[src/rtl/rf_wb_arbiter.sv]
// rtl/rf_wb_arbiter.sv - round-robin arbiter for three write-back requesters onto one register-file write port
// Registered write port with same-cycle forwarding compare against two read addresses.
module rf_wb_arbiter #(
  parameter int DATA_WIDTH = 32,
  parameter int ADDR_WIDTH = 5
) (
  input  logic                    clk,
  input  logic                    reset,
  input  logic [2:0]              req_valid,
  input  logic [3*ADDR_WIDTH-1:0] req_reg,
  input  logic [3*DATA_WIDTH-1:0] req_data,
  output logic [2:0]              req_ready,
  input  logic [ADDR_WIDTH-1:0]   rd_addr1,
  input  logic [ADDR_WIDTH-1:0]   rd_addr2,
  output logic                    RegWrite,
  output logic [ADDR_WIDTH-1:0]   Write_register,
  output logic [DATA_WIDTH-1:0]   Write_data,
  output logic                    fwd_hit1,
  output logic                    fwd_hit2,
  output logic [DATA_WIDTH-1:0]   fwd_data
);

  logic [1:0]            rr_ptr;
  logic [1:0]            rr_next;
  logic [1:0]            gidx;
  logic                  grant_any;
  logic [ADDR_WIDTH-1:0] sel_reg;
  logic [DATA_WIDTH-1:0] sel_data;

  // State register: pointer plus the registered write port.
  always_ff @(posedge clk) begin
    if (reset) begin
      rr_ptr         <= 2'd0;
      RegWrite       <= 1'b0;
      Write_register <= '0;
      Write_data     <= '0;
    end else begin
      rr_ptr   <= rr_next;
      RegWrite <= grant_any && (sel_reg != '0);
      if (grant_any) begin
        Write_register <= sel_reg;
        Write_data     <= sel_data;
      end
    end
  end

  // Next-state: pointer moves just past the winner, holds when idle.
  always_comb begin
    rr_next = rr_ptr;
    if (grant_any) begin
      rr_next = (gidx == 2'd2) ? 2'd0 : gidx + 2'd1;
    end
  end

  // Output: rotating priority search starting at rr_ptr; pointer value 3 is treated as 0.
  always_comb begin
    gidx      = 2'd0;
    grant_any = 1'b0;
    case (rr_ptr)
      2'd1: begin
        if (req_valid[1])      begin gidx = 2'd1; grant_any = 1'b1; end
        else if (req_valid[2]) begin gidx = 2'd2; grant_any = 1'b1; end
        else if (req_valid[0]) begin gidx = 2'd0; grant_any = 1'b1; end
      end
      2'd2: begin
        if (req_valid[2])      begin gidx = 2'd2; grant_any = 1'b1; end
        else if (req_valid[0]) begin gidx = 2'd0; grant_any = 1'b1; end
        else if (req_valid[1]) begin gidx = 2'd1; grant_any = 1'b1; end
      end
      default: begin
        if (req_valid[0])      begin gidx = 2'd0; grant_any = 1'b1; end
        else if (req_valid[1]) begin gidx = 2'd1; grant_any = 1'b1; end
        else if (req_valid[2]) begin gidx = 2'd2; grant_any = 1'b1; end
      end
    endcase
    if (reset) begin
      grant_any = 1'b0;
    end
    req_ready = grant_any ? (3'b001 << gidx) : 3'b000;
    case (gidx)
      2'd1: begin
        sel_reg  = req_reg[ADDR_WIDTH +: ADDR_WIDTH];
        sel_data = req_data[DATA_WIDTH +: DATA_WIDTH];
      end
      2'd2: begin
        sel_reg  = req_reg[2*ADDR_WIDTH +: ADDR_WIDTH];
        sel_data = req_data[2*DATA_WIDTH +: DATA_WIDTH];
      end
      default: begin
        sel_reg  = req_reg[0 +: ADDR_WIDTH];
        sel_data = req_data[0 +: DATA_WIDTH];
      end
    endcase
  end

  assign fwd_hit1 = !reset && RegWrite && (Write_register == rd_addr1) && (rd_addr1 != '0);
  assign fwd_hit2 = !reset && RegWrite && (Write_register == rd_addr2) && (rd_addr2 != '0);
  assign fwd_data = Write_data;

endmodule

[config.mk]
export PLATFORM = sky130hd
export DESIGN_NAME = rf_wb_arbiter
export DESIGN_NICKNAME = d
export VERILOG_FILES = /design/src/rtl/rf_wb_arbiter.sv
export SDC_FILE = /design/constraint.sdc
export NUM_CORES = 1
export LEC_CHECK = 0
export CORE_MARGIN = 4
export CORE_UTILIZATION = 25
export DETAILED_ROUTE_END_ITERATION = 6
export PLACE_DENSITY = 0.65
export SKIP_CTS_REPAIR_TIMING = 1
export SLEW_MARGIN = 10
export SYNTH_ARGS = -nofsm -noshare
export SYNTH_HDL_FRONTEND = slang
export SYNTH_SLANG_ARGS = --single-unit
[constraint.sdc]
create_clock -name clk -period 2.7 [get_ports clk]
set_clock_uncertainty 0.15 [all_clocks]
set_input_delay 0.27 -clock clk [delete_from_list [all_inputs] [get_ports clk]]
set_output_delay 0.27 -clock clk [all_outputs]
set_load 0.05 [all_outputs]
# == Yosys cells after proc, flatten, opt, wreduce, memory -nomap -nowiden ==
# Index checks and enable logic that the tools add are counted.
# word_totals
register_bits,40
in_bits,126
output_inout_bits,75
elab_cells,44
# op_classes
n_addsub,1
eq_ne,6
n_shift,1
mux,22
reduce_logical,10
# ops
operator,count
case mux 32 bit (2 select lines),1
nonzero test 5 bit,3
two-way mux 1 bit,12
== test 5 bit,2
two-way mux 2 bit,5
case mux 5 bit (2 select lines),1
logical AND 1 bit,6
== test 2 x 1 -> 1 bit (second input constant),2
== test 2 bit (second input constant),2
case mux 2 bit (2 select lines),1
two-way mux 3 bit,1
left shift 1 x 2 -> 3 bit (first input constant),1
adder 2 x 1 -> 2 bit (second input constant),1
case mux 1 bit (2 select lines),1
zero test 1 bit,1

# == Logic depth before layout (Yosys ltp) ==
# depth
depth_word,8
mapped_depth,13
ltp_nobuf,11

# == Worst setup path after synthesis ==
# No wires, ideal clock.
# synth_path
kind,reg2out
startpoint,register rr_ptr[0]
endpoint,output req_ready[1]
arrival_time_ns,2.309
required_ns,2.280
setup_slack_ns,-0.029
path_stages_with_launch,10
path_buffers,2
path_cell_list,dfxtp_1 -> inv_1 -> ha_1 -> or2b_1 -> a21oi_1 -> o21ai_0 -> ha_1 -> buf_2 -> buf_2 -> and2_1
# synth_via
elab_chain_len,4
word_cells_on_any_way,7
cone_classes,eq/ne (2); shift (1); mux (4)
# synth_lines
element,line,rtl
from (decl),23,logic [1:0] rr_ptr;
from (signal assigned),38,rr_ptr <= rr_next;
== test 2 bit / == test 2 x 1 -> 1 bit (equally long branches),59,case (rr_ptr)
case mux 2 bit (2 select lines) / case mux 1 bit (2 select lines) (equally long branches),59,
left shift 1 x 2 -> 3 bit / two-way mux 1 bit (equally long branches),"79, 76",
two-way mux 3 bit *,79,req_ready = grant_any ? (3'b001 << gidx) : 3'b000;
to (decl),12,"output logic [2:0] req_ready,"
# Every way passes the cells marked *; elsewhere a longest branch is shown, timed or not.

# == Final worst setup path ==
# Ends and elaborated chain as after synthesis.

==> metrics.txt <==
register area share after synthesis 30.40%; drt initial violations 137; CTS buffer count 5; post-layout min period 2.634 ns; ys flop type dfxtp_1; Final setup viols 0; Hold Path End Write_data[17]$_SDFFE_PP0P_; R2R Setup Slk 0.18 ns; wirelength, routed 10.12 mm; final hold violation count 0; I/O pin cnt 201; # H-tree levels 2; Synth top cells by count nand2_1, dfxtp_1, a21oi_1, a22oi_1; Reg clk slew, reported paths 0.08 ns; Synth-to-Final Area Change 80.10%; Power, Total 4959 uW; Post-DP HPWL 7.910 mm; FF-to-FF Start rr_ptr[0]$_SDFFE_PP0P_; PD cells 1045 nW/um^2; mean routed wirelength per cell 15.81 um; num rows 37; global placer's final weighted congestion 0.8531; Post-route DRC 0; CTS root buf clkbuf_8; Max Slew Vio Count 0; Final Cell Area 4743 um^2; syn_nets 474; Post-synth EDFFs 0; ys async rst share 0%; largest net degree at the start of global routing 48; Synth top area share 30.40%; initial core utilization 25.63%; Syn Area/Cell 7.724 um^2; deepest clock path buffer count 2; Die Area 12240 um^2; post-synthesis sequential element count 40; worst r2r dst Write_data[9]$_SDFFE_PP0P_; Worst setup EP type output pin; Die Wd 110.6 um; area leader, netlist dfxtp_1; outcome finished clean; Max Cap Viol 0; iteration count of the initial detailed-routing pass 4; Antenna diodes 0; top-count cell post-synth nand2_1; critical path class reg -> out; period utilisation layout 97.54%; Mapped Area 2634 um^2; placed cell area 4552 um^2; Startpoint Class flop; worst slew pin tran 0.5518 ns; first-pass GRT wire length 15.79 mm; Mapped Cells 341; CTS tree yes; Leak 0.001640 uW; worst-path fanout max 10; Yosys warnings 0; worst hold path type in -> reg; vias in the first global route 3110; total clock sinks 40; All-Layer GR Usage 15.68%; GRT overflow 0; FF-to-FF path depth 10; max frequency 379.7 MHz; top cells by area, synth dfxtp_1, a22oi_1, nand2_1, buf_4, o211ai_1; antenna violations before repair 0; Max-slew headroom 63.10%; worst-case vdd ir drop 0.5075 mV; core area 10280 um^2; critical path arrival 2.21 ns; share of post-route cells with drive strength above 1 8.730%; Die Span Y 110.6 um; WHS Path Cells 2; remaining antenna violation count 0; Distinct cells, synth 30; # nets final 636; Via Count 3037; Port Buf Inserts 200; Clk Latency, worst-skew pair 0.28 ns; CP Data Required Time 2.28 ns; Via density 4.745; Hold Crit Start reset
-- per-layer routing --
metal / up-vias / part of all wire [%] / track usage, %
li1: 1497 / - / -
met3: 14 / 6.7 / 4.384
met5: - / 0 / 0
met1: 1395 / 41 / 17.68
met4: 0 / 1.7 / 4.433
met2: 131 / 51 / 28.64
-- flip-flops by register name (all words and copies together) (netlist names) --
register,cells
Write_data,32
Write_register,5
rr_ptr,2
RegWrite,1
-- worst max path at each step --
stage,start,end,depth (start not counted)
3_3_place_gp,rr_ptr[0]$_SDFFE_PP0P_,Write_data[9]$_SDFFE_PP0P_,11
5_1_grt,rr_ptr[0]$_SDFFE_PP0P_,req_ready[2],10
4_1_cts,rr_ptr[0]$_SDFFE_PP0P_,req_ready[1],9
2_1_floorplan,rr_ptr[0]$_SDFFE_PP0P_,req_ready[2],10
3_5_place_dp,rr_ptr[0]$_SDFFE_PP0P_,Write_data[9]$_SDFFE_PP0P_,11
6_report,rr_ptr[0]$_SDFFE_PP0P_,req_ready[1],9
-- power breakdown --
group | internal, uW | total (uW) | switching [uW]
Clock | 326 | 542 | 216
Combinational | 1290 | 3430 | 2140
Sequential | 785 | 986 | 201
Total | 2400 | 4960 | 2560
-- per-stage QoR --
stage,cells,util [%],TNS [ns],setup WS [ns],hold slack [ns]
final,640,46.15,0,0.06633,0.2179
after detailed placement,631,44.29,-4.219,-0.1891,0.3205
after global routing,640,46.15,-0.04039,-0.02022,0.2577
after floorplan,341,-,0,0.01489,0.3005
after global placement,631,44.29,-0.004143,-0.001809,0.3102
after CTS,639,45.52,-6.013,-0.4627,0.2162
-- cell type report --
cell class                      count  area, um^2
Multi-Input combinational cell    237        1464
Fill cell                        1019        5534
Sequential cell                    40       800.8
Clock buffer                        7       96.34
Inverter                            4       15.01
Timing Repair Buffer              215        2167
Clock inverter                      1       30.03
Tap cell                          136       170.2
-- cells in the final DEF, fill, tap and decap left out --
cell type and count:
clkdlybuf4s50_1 194, nand2_1 74, dfxtp_1 40, a21oi_1 38, a22oi_1 37, o211ai_1 32, buf_4 14, xnor2_1 8
clkbuf_8 7, nor3_1 5, o21ai_0 5, buf_12 5, inv_1 4, nand2b_1 4, o21ai_2 3, nor2_1 3
ha_4 3, ha_1 3, and2_4 2, nor3_2 2, nand3_1 2, nand3b_1 2, o31ai_1 2, or2b_1 1
a21oi_2 1, and2b_1 1, o21ai_1 1, nor3_4 1, and2_2 1, and2_1 1, nor2b_1 1, nor4_1 1
or3_1 1, a31oi_2 1, ha_2 1, bufinv_16 1, buf_2 1, buf_8 1
-- worst max-delay path: stages (launching register included) --
cell and delay, ns:
dfxtp_1 0.33, inv_1 0.09, ha_4 0.29, or2b_1 0.24, a21oi_2 0.15, o21ai_2 0.11
ha_4 0.20, buf_4 0.17, and2_2 0.19, buf_12 0.15
-- cells by family after synthesis --
family,Yosys count,share of synthesized area (%)
DFF,40,30.40
xor gates and xnor gates,8,2.660
buffers and inverters,64,16.06
AOI/OAI and AO/OA,120,30.12
adders and majority gates,7,3.325
and+or+nand+nor,102,17.44
Power figures use the tool's default switching activity.
